<file path="config.mk">
export PLATFORM = sky130hd
export DESIGN_NAME = time_counter
export DESIGN_NICKNAME = d
export VERILOG_FILES = /design/src/rtl/clock_pkg.sv /design/src/rtl/tick_edge_detect.sv /design/src/rtl/time_counter.sv
export SDC_FILE = /design/constraint.sdc
export NUM_CORES = 1
export LEC_CHECK = 0
export ABC_AREA = 1
export BUFFER_PORTS_ARGS = -buffer_cell sky130_fd_sc_hd__clkbuf_2
export CAP_MARGIN = 20
export CORE_MARGIN = 1
export CORE_UTILIZATION = 31
export DETAILED_ROUTE_END_ITERATION = 8
export REMOVE_ABC_BUFFERS = 1
export SYNTH_ARGS = -nofsm -noshare
export SYNTH_HDL_FRONTEND = slang
export SYNTH_SLANG_ARGS = --single-unit
</file>
<file path="constraint.sdc">
create_clock -name clk -period 2.5 [get_ports clk]
set_input_delay 0.125 -clock clk [delete_from_list [all_inputs] [get_ports clk]]
set_output_delay 0.125 -clock clk [all_outputs]
set_load 0.02 [all_outputs]
</file>
<file path="src/rtl/clock_pkg.sv">
// Shared types and constants for the time_counter slice.
// The run/pause/load state type, the 59 limits for seconds and minutes,
// the field widths, and a range-check helper used by the load path.
package clock_pkg;

  // Operating state of the time counter.
  typedef enum logic [1:0] {
    RUN    = 2'd0,
    PAUSED = 2'd1,
    LOAD   = 2'd2
  } state_t;

  // Field widths for hours and for minutes/seconds.
  localparam int HH_W = 5;
  localparam int MS_W = 6;

  // Last legal value of the seconds and minutes fields.
  localparam logic [MS_W-1:0] SEC_MAX = 6'd59;
  localparam logic [MS_W-1:0] MIN_MAX = 6'd59;

  // True when a seconds or minutes value is inside 0..59.
  function automatic logic ms_in_range(input logic [MS_W-1:0] v);
    return (v <= SEC_MAX);
  endfunction

endpackage

</file>
<file path="src/rtl/tick_edge_detect.sv">
// Rising-edge detector for the divided rate signal.
// tick_in is already synchronous to clk; it is only sampled, never used as
// a clock. rise is high in the cycle where tick_in=1 and the registered copy
// is still 0, so a consumer acts on the same clk edge that samples the rise.
module tick_edge_detect (
  input  logic clk,
  input  logic rst,
  input  logic tick_in,
  output logic rise
);

  logic tick_d;

  // Delayed copy of tick_in used as the previous-cycle reference.
  always_ff @(posedge clk or posedge rst) begin
    if (rst) begin
      tick_d <= 1'b0;
    end else begin
      tick_d <= tick_in;
    end
  end

  assign rise = tick_in & ~tick_d;

endmodule

</file>
<file path="src/rtl/time_counter.sv">
// hh:mm:ss timekeeper driven by the clock-divider rate signal.
// Rises of tick_in are prescaled by TICKS_PER_SEC into second advances, with
// pause control, a valid/ready time-load port and carry pulses downstream.
// Optional alarm output is compiled in when the ALARM_EN macro is defined.
//
// Handshake: a load is accepted on a clk edge where set_valid and set_ready
// are both 1. set_ready is 1 in RUN and PAUSED and 0 in LOAD or while rst is
// asserted; the requester must hold set_hh/mm/ss stable while set_valid=1.
// An accepted out-of-range load leaves the time untouched and answers with a
// one-cycle set_err pulse instead of entering LOAD.
//
// state and sub are exported so checkers can observe the FSM and prescaler.
module time_counter
  import clock_pkg::*;
#(
  parameter  int TICKS_PER_SEC = 1,
  parameter  int HOURS_MAX     = 24,
  localparam int SUB_W         = (TICKS_PER_SEC > 1) ? $clog2(TICKS_PER_SEC) : 1
) (
  input  logic            clk,
  input  logic            rst,
  input  logic            tick_in,
  input  logic            pause,
  input  logic            set_valid,
  output logic            set_ready,
  input  logic [HH_W-1:0] set_hh,
  input  logic [MS_W-1:0] set_mm,
  input  logic [MS_W-1:0] set_ss,
  output logic            set_err,
  output logic [HH_W-1:0] hh,
  output logic [MS_W-1:0] mm,
  output logic [MS_W-1:0] ss,
  output logic            sec_pulse,
  output logic            day_pulse,
`ifdef ALARM_EN
  input  logic            alarm_on,
  input  logic [HH_W-1:0] alarm_hh,
  input  logic [MS_W-1:0] alarm_mm,
  output logic            alarm_pulse,
`endif
  output state_t          state,
  output logic [SUB_W-1:0] sub
);

  localparam logic [HH_W-1:0]  HH_LAST  = HH_W'(HOURS_MAX - 1);
  localparam logic [SUB_W-1:0] SUB_LAST = SUB_W'(TICKS_PER_SEC - 1);

  logic            rise;
  logic            accept;
  logic            set_ok;
  logic            count_en;
  logic            sub_last;
  logic            ss_at_max;
  logic            mm_at_max;
  logic            hh_at_max;
  logic            wrap_day;
  logic [HH_W-1:0] hh_nxt;
  logic [MS_W-1:0] mm_nxt;
  logic [MS_W-1:0] ss_nxt;

  tick_edge_detect u_edge (
    .clk     (clk),
    .rst     (rst),
    .tick_in (tick_in),
    .rise    (rise)
  );

  // Ready whenever not in the one-cycle LOAD state and not held in reset.
  assign set_ready = ~rst & (state != LOAD);
  assign accept    = set_valid & set_ready;
  assign set_ok    = ms_in_range(set_ss) & ms_in_range(set_mm) & (set_hh <= HH_LAST);

  // Next time-of-day values for a second advance, plus prescaler and count gating.
  always_comb begin
    ss_at_max = (ss == SEC_MAX);
    mm_at_max = (mm == MIN_MAX);
    hh_at_max = (hh == HH_LAST);
    wrap_day  = ss_at_max & mm_at_max & hh_at_max;
    ss_nxt    = ss_at_max ? '0 : ss + MS_W'(1);
    mm_nxt    = mm;
    hh_nxt    = hh;
    if (ss_at_max) begin
      mm_nxt = mm_at_max ? '0 : mm + MS_W'(1);
      if (mm_at_max) begin
        hh_nxt = hh_at_max ? '0 : hh + HH_W'(1);
      end
    end
    sub_last = (sub == SUB_LAST);
    // A rise only counts in RUN; an accepted good load takes priority.
    count_en = (state == RUN) & rise & ~(accept & set_ok);
  end

  // Main FSM: state, time fields, prescaler and registered pulse outputs.
  always_ff @(posedge clk or posedge rst) begin
    if (rst) begin
      state     <= RUN;
      hh        <= '0;
      mm        <= '0;
      ss        <= '0;
      sub       <= '0;
      sec_pulse <= 1'b0;
      day_pulse <= 1'b0;
      set_err   <= 1'b0;
    end else begin
      sec_pulse <= 1'b0;
      day_pulse <= 1'b0;
      set_err   <= 1'b0;
      case (state)
        RUN, PAUSED: begin
          if (accept && set_ok) begin
            hh    <= set_hh;
            mm    <= set_mm;
            ss    <= set_ss;
            sub   <= '0;
            state <= LOAD;
          end else begin
            if (accept) begin
              set_err <= 1'b1;
            end
            if (count_en) begin
              if (sub_last) begin
                sub       <= '0;
                ss        <= ss_nxt;
                mm        <= mm_nxt;
                hh        <= hh_nxt;
                sec_pulse <= 1'b1;
                day_pulse <= wrap_day;
              end else begin
                sub <= sub + SUB_W'(1);
              end
            end
            if (state == RUN && pause) begin
              state <= PAUSED;
            end else if (state == PAUSED && !pause) begin
              state <= RUN;
            end
          end
        end
        LOAD: begin
          state <= pause ? PAUSED : RUN;
        end
        default: begin
          state <= RUN;
        end
      endcase
    end
  end

`ifdef ALARM_EN
  // Alarm fires only from a counted second advance landing on hh:mm:00.
  always_ff @(posedge clk or posedge rst) begin
    if (rst) begin
      alarm_pulse <= 1'b0;
    end else begin
      alarm_pulse <= count_en & sub_last & alarm_on &
                     (hh_nxt == alarm_hh) & (mm_nxt == alarm_mm) & (ss_nxt == '0);
    end
  end
`endif

endmodule

</file>
==> results of run 1 <==
==> sequential cells by signal, summed over array words and instances (netlist names) <==
register and count:
mm 6, ss 6, hh 5, state 2, day_pulse 1, sec_pulse 1, set_err 1, u_edge.tick_d 1
==> cells in the mapped netlist <==
master	instances
nand2_4	2
nand2_2	7
inv_6	1
inv_4	1
o31ai_4	1
nand3_2	1
inv_1	9
a21boi_0	1
nor2_2	2
conb_1	1
o21ai_0	2
nand3b_4	1
dfrtp_1	23
buf_6	2
ha_1	3
inv_2	4
o21ai_2	1
nand4_1	1
nand3_4	2
xnor2_1	1
nand3_1	25
nor2_4	2
nand2_1	97
nand3b_1	3
xor2_1	6
buf_4	1
nor2_1	18
nor3_1	1
nor3_4	1
and3_1	1
==> logic make-up (layout without fill, tap and decap cells) <==
kind of cell	after synthesis	after routing	share of synthesized area [%]
DFF	23	23	36.0
buffers and inverters	18	66	5.87
AOI/OAI and AO/OA	5	5	2.97
adders and majority gates	3	3	2.35
other	1	1	0.235
and+or+nand+nor	164	164	48.7
xor gates and xnor gates	7	7	3.83
==> final timing paths <==
path,endpoint,from
max in group asynchronous,mm[1],rst
setup reg to reg,mm[5],state[1]
hold / removal,state[0],pause
setup / recovery,mm[5],rst
hold reg to reg,ss[5],ss[5]
min in group asynchronous,set_err,rst
==> per-layer routing <==
layer	part of all wire (%)	vias to the layer above
met1	47	682
met2	48	37
met5	0	-
met4	0.60	0
li1	-	792
met3	4.8	2
==> final cells by class <==
| cell class | count | share of cell area [%] |
|---|---|---|
| Timing Repair Buffer | 47 | 12.7 |
| Tap cell | 67 | 4.31 |
| Inverter | 15 | 3.28 |
| Sequential cell | 23 | 29.6 |
| Clock buffer | 4 | 2.32 |
| Multi-Input combinational cell | 180 | 47.8 |
==> power groups by stage <==
stage / Sequential, mW / Combinational, mW / Clock (mW)
floorplan: 0.769 / 0.463 / 0
global placement: 0.670 / 0.826 / 0
detailed placement: 0.671 / 0.820 / 0
CTS: 0.665 / 0.827 / 0.238
global route: 0.688 / 0.912 / 0.253
finish: 0.663 / 0.821 / 0.228
==> critical path, cell delays in order <==
cell and delay, ns:
dlygate4sd3_1 0.53, clkbuf_2 0.11, inv_1 0.11, nand3_4 0.12, nor3_4 0.48, o21ai_0 0.21
nand2_2 0.09, nand2_2 0.04
==> what timing repair did <==
action | in CTS | in global routing
hold endpoints to repair | 16 | 0
hold buffers | 2 | 0
endpoints found under the setup margin | 0 | 0
setup buffers | 0 | 0
gates resized for setup | 0 | 0
==> flow_summary_export.csv, run 1 <==
group,metric,value,unit
sta,period_minus_slack,1.65,ns
sta,setup_viol,0,
layout,fin_nets,295,
sta,setup_tns,0,ns
layout,final_core_util,40.1,%
clock_tree,root_buffer,"clkbuf_8",
synth,netlist_instances,221,
synth,yosys_warnings,0,
global_route,grt_pass1_wl,6.13,mm
global_route,grtUsageMet1,19.6,%
synth,ys_top_cells_by_area,"dfrtp_1 (36%), nand2_1 (23%), nand3_1 (7.8%)",
route,route.detailed.drc,0,
floorplan,top_level_ports,46,
synth,ys_ff_latch,23,
floorplan,num_rows,25,
sta,min_period_over_period,66.1,%
worst_setup_path,critPathKind,"primary input to flop",
clock_tree,cts.clk_slew.worst_paths,0.08,ns
floorplan,initial_core_util,33.0,%
route,wl_per_cell,11.0,microns
sta,drv_slew,0,
power,irDropWorstVdd,385,uV
layout,drive_gt1_share,27.5,%
global_route,first_global_vias,1356,
sta,timing.hold.ws,0.0769,ns
floorplan,die_y,73.8,microns
layout,mostFrequentLayoutCells,"nand2_1 (97), clkbuf_2 (44), nand3_1 (25)",
synth,synth_top_area_share,36.0,%
placement,post_dp_cell_area,1880,sq um
hold_path,hold_class,"primary input to flop",
route,wl,3.70,mm
clock_tree,cts_tree,"built",
sta,layout_setup_ws,0.846,ns
route,vias_per_cell,4.50,
sta,fin_skew,0.00565,ns
sta,worstMarginPinSlew,0.533,ns
global_route,grtUsageMet2,24.8,%
status,status,"completed",
power,total_power,1.71,mW
worst_setup_path,required,2.66,ns
synth,synth_cell_types,30,
placement,place_ws,0.922,ns
route,first_pass_iters,4,
placement,placedCellCount,330,
power,leakagePower,1.11,nW
synth,syn-cell-area,1600,sq um
global_route,grt_usage,14.7,%
clock_tree,cts_buffers,3,
clock_tree,clkSinkCount,23,
power,pwr-share-comb,48.0,%
worst_setup_path,critPathCaptureType,"flop",
placement,dp_hpwl,2.92,mm
layout,diodes,0,
power,pwr-share-clk,13.3,%
layout,seqCellArea,576,sq um
clock_tree,clkLatencyLatePin,0.26,ns
layout,area_delta_synth_final,21.7,%
placement,io_buffers,44,
route,vias,1513,
synth,ys_seq_area_share,36.0,%
route,drt_iter0_drc,85,
hold_path,hold_depth,3,
clock_tree,htree_levels,1,
synth,avgSynthCellArea,7.24,sq um
layout,final_cell_count_no_fill,336,
power,switching_share,46.4,%
power,power_density,880,nW/um^2
layout,fillers,528,
worst_setup_path,critPathLaunchType,"primary input",
sta,finalHoldViolCount,0,
global_route,grt-ovfl-total,0,
worst_setup_path,regToRegSetupSlack,0.92,ns
sta,fmax,605,MHz
floorplan,die_w,73.8,microns
layout,fin_area,1950,sq um
sta,rsz0062_at_grt,"no",
flow_run,maxCapViolCount,0,
floorplan,core,4850,sq um
synth,synth.largest_area_cell,"dfrtp_1",
route,antenna_left,0,
worst_setup_path,worst-r2r-cell-count,6,
global_route,grt_max_degree,24,
power,cell_internal_pwr,0.918,mW
global_route,met3_usage,2.88,%
layout,multi_input_area,930,sq um
sta,slew-limit-headroom,64.4,%
floorplan,die-area,5450,sq um
power,seqPwrFrac,38.7,%
global_route,grt-busiest-layer,"met2",
global_route,antenna_found_initial,0,
worst_setup_path,crit_fanout,14,
power,switchingPower,0.794,mW
layout,layout_commonest_cell,"nand2_1",
placement,gp_congestion,0.851,
clock_tree,clock_path_buffers,2,
worst_setup_path,cp.arrival,1.82,ns
Power figures use the tool's default switching activity.
==> inputs of run 2 (changes only) <==
==> constraint.sdc (replaced) <==
create_clock -name clk -period 1.49 [get_ports clk]
set_input_delay 0.0745 -clock clk [delete_from_list [all_inputs] [get_ports clk]]
set_output_delay 0.0745 -clock clk [all_outputs]
set_load 0.02 [all_outputs]
==> run 2 against run 1 <==
Compared with the run above:
- non-clock buffer count is 22 higher
- critical path depth down 1
- utilization increased by 4.0 points
- die area stayed put
- cell count increased by 6.5%
- largest cell class unchanged
- highest routed layer unchanged
==> flow_summary_export.csv, run 2 (synthesis gave the netlist of run 1 again) <==
group,metric,value,unit
status,status,"completed",
sta,setup_viol,0,
power,power_density,1440,nW/um^2
global_route,grt_max_degree,24,
clock_tree,clkLatencyLatePin,0.26,ns
sta,fmax,712,MHz
clock_tree,clock_path_buffers,2,
power,total_power,3.09,mW
floorplan,die_w,73.8,microns
clock_tree,root_buffer,"clkbuf_8",
power,leakagePower,1.21,nW
sta,min_period_over_period,94.3,%
placement,place_ws,0.00960,ns
layout,fin_nets,317,
floorplan,die-area,5450,sq um
sta,fin_skew,0.00339,ns
placement,io_buffers,44,
layout,area_delta_synth_final,33.9,%
route,first_pass_iters,4,
floorplan,die_y,73.8,microns
clock_tree,cts_tree,"built",
sta,period_minus_slack,1.40,ns
route,antenna_left,0,
placement,gp_congestion,0.797,
floorplan,top_level_ports,46,
floorplan,core,4850,sq um
route,route.detailed.drc,0,
flow_run,maxCapViolCount,0,
layout,layout_commonest_cell,"nand2_1",
layout,mostFrequentLayoutCells,"nand2_1 (97), clkbuf_2 (44), nand3_1 (25)",
worst_setup_path,crit_fanout,7,
worst_setup_path,cp.arrival,1.61,ns
worst_setup_path,required,1.70,ns
global_route,grt_usage,15.2,%
sta,finalHoldViolCount,0,
sta,layout_setup_ws,0.0851,ns
global_route,grtUsageMet2,26.3,%
global_route,met3_usage,1.65,%
route,drt_iter0_drc,55,
route,vias_per_cell,4.58,
global_route,grt-ovfl-total,0,
layout,final_core_util,44.2,%
floorplan,num_rows,25,
global_route,grt_pass1_wl,6.47,mm
sta,rsz0062_at_grt,"no",
power,irDropWorstVdd,608,uV
worst_setup_path,critPathKind,"flop to flop",
placement,dp_hpwl,3.03,mm
global_route,grt-busiest-layer,"met2",
clock_tree,cts.clk_slew.worst_paths,0.08,ns
route,wl_per_cell,11.1,microns
worst_setup_path,critPathCaptureType,"flop",
route,vias,1640,
layout,reg_top3,"mm: 6 flops, ss: 6 flops, hh: 5 flops",
global_route,antenna_found_initial,0,
route,wl,3.98,mm
clock_tree,htree_levels,1,
layout,drive_gt1_share,35.1,%
global_route,grtUsageMet1,20.5,%
hold_path,hold_class,"primary input to flop",
clock_tree,clkSinkCount,23,
sta,drv_slew,0,
floorplan,initial_core_util,33.0,%
clock_tree,cts_buffers,3,
global_route,first_global_vias,1473,
layout,diodes,0,
worst_setup_path,critPathLaunchType,"flop",
## run 2: final cells by class
type | instances | area (sq um)
Inverter | 15 | 67.6
Timing Repair Buffer | 69 | 420
Sequential cell | 23 | 577
Multi-Input combinational cell | 180 | 947
Clock buffer | 4 | 45.0
Tap cell | 67 | 83.8
Fill cell | 511 | 2710
## run 2: power breakdown
part           internal, mW  switching (mW)
combinational         0.703           0.931
clock                 0.191           0.200
sequential            0.812           0.253
total                  1.71            1.38
## run 2: final timing paths
path / start / end / slack [ns] / depth (start not counted)
worst max-delay path: mm[1] / hh[0] / 0.09 / 7
worst min-delay path: pause / state[0] / 0.04 / 3
worst max register to register: mm[1] / hh[0] / 0.09 / 7
worst min register to register: mm[5] / mm[5] / 0.56 / 2
max in group asynchronous: rst / state[1] / 0.79 / 4
min in group asynchronous: rst / ss[2] / 0.45 / 4
## run 2: timing repair
action / 4_1_cts / 5_1_grt
setup buffers: 2 / 11
pin swaps: 1 / 5
hold buffers: 2 / 0
endpoints found under the setup margin: 1 / 18
endpoints found under the hold margin: 24 / 0
gates resized for setup: 0 / 9
## run 2: critical path, cell delays in order (launching register included)
cell and delay, ns:
dfrtp_1 0.40, ha_4 0.16, nand2_1 0.05, nor2_1 0.12, nand2_2 0.15, o31ai_4 0.28, nand3_1 0.12, nand2_1 0.07
## run 2: per-layer routing
| layer | wire [microns] | vias to the layer above |
|---|---|---|
| met1 | 1840 | 759 |
| met5 | 0 | - |
| li1 | - | 837 |
| met4 | 39 | 0 |
| met3 | 138 | 7 |
| met2 | 1960 | 37 |
## run 2: through the flow
step	std cells	hold WS [ns]	TNS [ns]	instance area [sq um]
floorplan	218	0.106	-1.12	1570
global placement	340	0.199	0	1960
detailed placement	340	0.200	0	1960
CTS	348	0.0481	0	2040
global route	358	0.0875	0	2140
finish	358	0.0437	0	2140
==> inputs of run 3 (changes only) <==
--- a/config.mk
+++ b/config.mk
@@ -5,7 +5,7 @@
 export SDC_FILE = /design/constraint.sdc
 export NUM_CORES = 1
 export LEC_CHECK = 0
-export ABC_AREA = 1
+export ABC_AREA = 0
 export BUFFER_PORTS_ARGS = -buffer_cell sky130_fd_sc_hd__clkbuf_2
 export CAP_MARGIN = 20
 export CORE_MARGIN = 1
==> constraint.sdc (replaced) <==
create_clock -name clk -period 1.49 [get_ports clk]
set_input_delay 0.0745 -clock clk [delete_from_list [all_inputs] [get_ports clk]]
set_output_delay 0.0745 -clock clk [all_outputs]
set_load 0.01 [all_outputs]
==> run 3 against run 2 <==
Compared with the run above:
- the run now ends with negative setup slack left
- via count fell by 3.7%
- power rose by 3.3%
- worst hold slack got worse by 0.012 ns
- worst setup slack got worse by 0.28 ns
- cell count fell by 15%
- largest cell class unchanged
- largest power group unchanged
==> flow_summary_export.csv, run 3 <==
group,metric,value,unit
status,status,"finished, violations left",
status,violations,"negative setup slack",
synth,synthFlopType,"dfrtp_1",
placement,placedCellCount,291,
placement,dp_hpwl,3.21,mm
route,wl_per_cell,14.1,microns
sta,setup_viol,17,
worst_setup_path,crit_fanout,5,
worst_setup_path,cp_slowest_cell,"or4b_4",
route,wl,4.29,mm
sta,min_period_over_period,113,%
synth,ys_top_cells_by_area,"dfrtp_1 (41%), a22o_1 (5.0%), nand3_1 (5.0%)",
global_route,first_global_vias,1572,
route,route.detailed.drc,0,
layout,drive_gt1_share,54.8,%
clock_tree,clkLatencyLatePin,0.27,ns
clock_tree,cts.clk_slew.worst_paths,0.09,ns
synth,synth.largest_area_cell,"dfrtp_1",
worst_setup_path,regToRegSetupSlack,-0.19,ns
floorplan,die_y,69.4,microns
route,antenna_left,0,
floorplan,core,4350,sq um
clock_tree,cts_tree,"built",
worst_setup_path,worstReg2RegStart,"state[1]",
global_route,grt_max_degree,24,
placement,place_ws,-0.245,ns
route,vias_per_cell,5.19,
synth,avgSynthCellArea,9.45,sq um
floorplan,die-area,4810,sq um
worst_setup_path,cp.arrival,1.85,ns
clock_tree,clkSinkCount,23,
worst_setup_path,reg2reg_to,"hh[0]",
hold_path,hold_class,"primary input to flop",
placement,io_buffers,44,
sta,fin_skew,0.00686,ns
floorplan,top_level_ports,46,
sta,finalHoldViolCount,0,
floorplan,initial_core_util,32.3,%
clock_tree,root_buffer,"clkbuf_8",
sta,setup_tns,-2.20,ns
layout,reg_top3,"mm: 6 flops, ss: 6 flops, hh: 5 flops",
route,vias,1579,
clock_tree,clock_path_buffers,2,
layout,final_cell_count_no_fill,304,
hold_path,hold_depth,3,
synth,netlist_instances,149,
floorplan,die_w,69.4,microns
sta,fmax,595,MHz
worst_setup_path,critPathCaptureType,"flop",
synth,synth_edf_count,0,
placement,gp_congestion,0.915,
global_route,antenna_found_initial,0,
global_route,grt_usage,18.2,%
worst_setup_path,crit_start,"state[1]",
power,total_power,3.19,mW
synth,synth_cell_types,42,
global_route,grt-ovfl-total,0,
power,leakagePower,1.13,nW
clock_tree,cts_buffers,3,
synth,async_flop_share,100,%
worst_setup_path,critPathLaunchType,"flop",
layout,diodes,0,
layout,fillers,398,
floorplan,num_rows,24,
synth,yosys_warnings,0,
layout,area_delta_synth_final,64.2,%
route,drt_iter0_drc,73,
synth,syn-cell-area,1410,sq um
sta,period_minus_slack,1.68,ns
worst_setup_path,max_stage_delay,0.56,ns
layout,mostFrequentLayoutCells,"buf_4 (53), clkbuf_2 (44), dfrtp_1 (23)",
flow_run,maxCapViolCount,0,
sta,drv_slew,0,
synth,ys_seq_area_share,40.9,%
power,irDropWorstVdd,693,uV
sta,layout_setup_ws,-0.190,ns
power,power_density,1380,nW/um^2
synth,yosysMostFrequentCell,"dfrtp_1",
route,first_pass_iters,4,
synth,ys_ff_latch,23,
synth,synth_top_area_share,40.9,%
worst_setup_path,crit_chain,"or4b_4 > o21ai_4 > nand2_2 > a22o_1",
worst_setup_path,worst-r2r-cell-count,4,
worst_setup_path,required,1.66,ns
worst_setup_path,critPathKind,"flop to flop",
sta,rsz0062_at_grt,"yes",
global_route,grt_pass1_wl,7.13,mm
clock_tree,htree_levels,1,
layout,layout_commonest_cell,"buf_4",
synth,synth_common_cells,"dfrtp_1 (23), nand3_1 (14), nand2_1 (13)",
worst_setup_path,worstSetupEndpoint,"hh[0]",
layout,fin_nets,278,
==> run 3: through the flow <==
stage,util (%),instance area (sq um),hold WS [ns]
finish,53.1,2310,0.0314
global route,53.1,2310,0.0367
CTS,50.8,2210,0.0287
detailed placement,46.8,2040,0.170
global placement,46.8,2040,0.166
floorplan,-,1360,0.0816
==> run 3: worst min-delay path by stage <==
stage	start	end	slack, ns
2_1_floorplan	rst	day_pulse	0.08
3_3_place_gp	rst	set_err	0.17
3_5_place_dp	rst	ss[5]	0.17
4_1_cts	set_ss[1]	ss[1]	0.03
5_1_grt	set_ss[1]	ss[1]	0.04
6_report	set_ss[1]	ss[1]	0.03
==> run 3: cell type report <==
class                           instances  area, sq um  share of cell area, %
Multi-Input combinational cell        118          911                   39.4
Timing Repair Buffer                  105          706                   30.5
Sequential cell                        23          576                   24.9
Tap cell                               52         65.1                   2.82
Clock buffer                            3         41.3                   1.79
Inverter                                2         7.51                  0.325
Clock inverter                          1         5.00                  0.217
==> run 3: critical path, delay by kind of cell (launching register included) <==
kind | cells | cell delay [ns]
AO/OA/AOI/OAI | 2 | 0.48
flip-flops | 1 | 0.41
AND/OR/NAND/NOR | 2 | 0.69
==> run 3: repair_timing <==
item | CTS | global route
pin swaps | 17 | 7
endpoints found under the setup margin | 19 | 19
setup buffers | 4 | 4
hold endpoints to repair | 24 | 0
hold buffers | 2 | 0
gates resized for setup | 26 | 16
==> run 3: kinds of logic (layout without fill, tap and decap cells) <==
family	count (synthesis)	after routing	share of synthesized area (%)
simple gates	61	61	24.9
compound gates	50	50	25.4
flops	23	23	40.9
buf+inv	8	111	3.73
fa+ha+maj	3	3	2.67
mux	3	3	2.13
other cells	1	1	0.266
==> run 3: report_power, final <==
group          internal (mW)  total, mW  leakage [nW]  switching, mW
clock network          0.187      0.399        0.0255          0.212
registers              0.830       1.02         0.278          0.189
logic                  0.972       1.77         0.825          0.801
==> run 3: per-layer routing <==
layer | vias up | GRT usage (%) | part of all wire [%]
met1 | 759 | 22.7 | 43
li1 | 773 | - | -
met4 | 0 | 3.85 | 0.68
met5 | - | 0 | 0
met3 | 4 | 4.65 | 4.8
met2 | 43 | 31.5 | 51
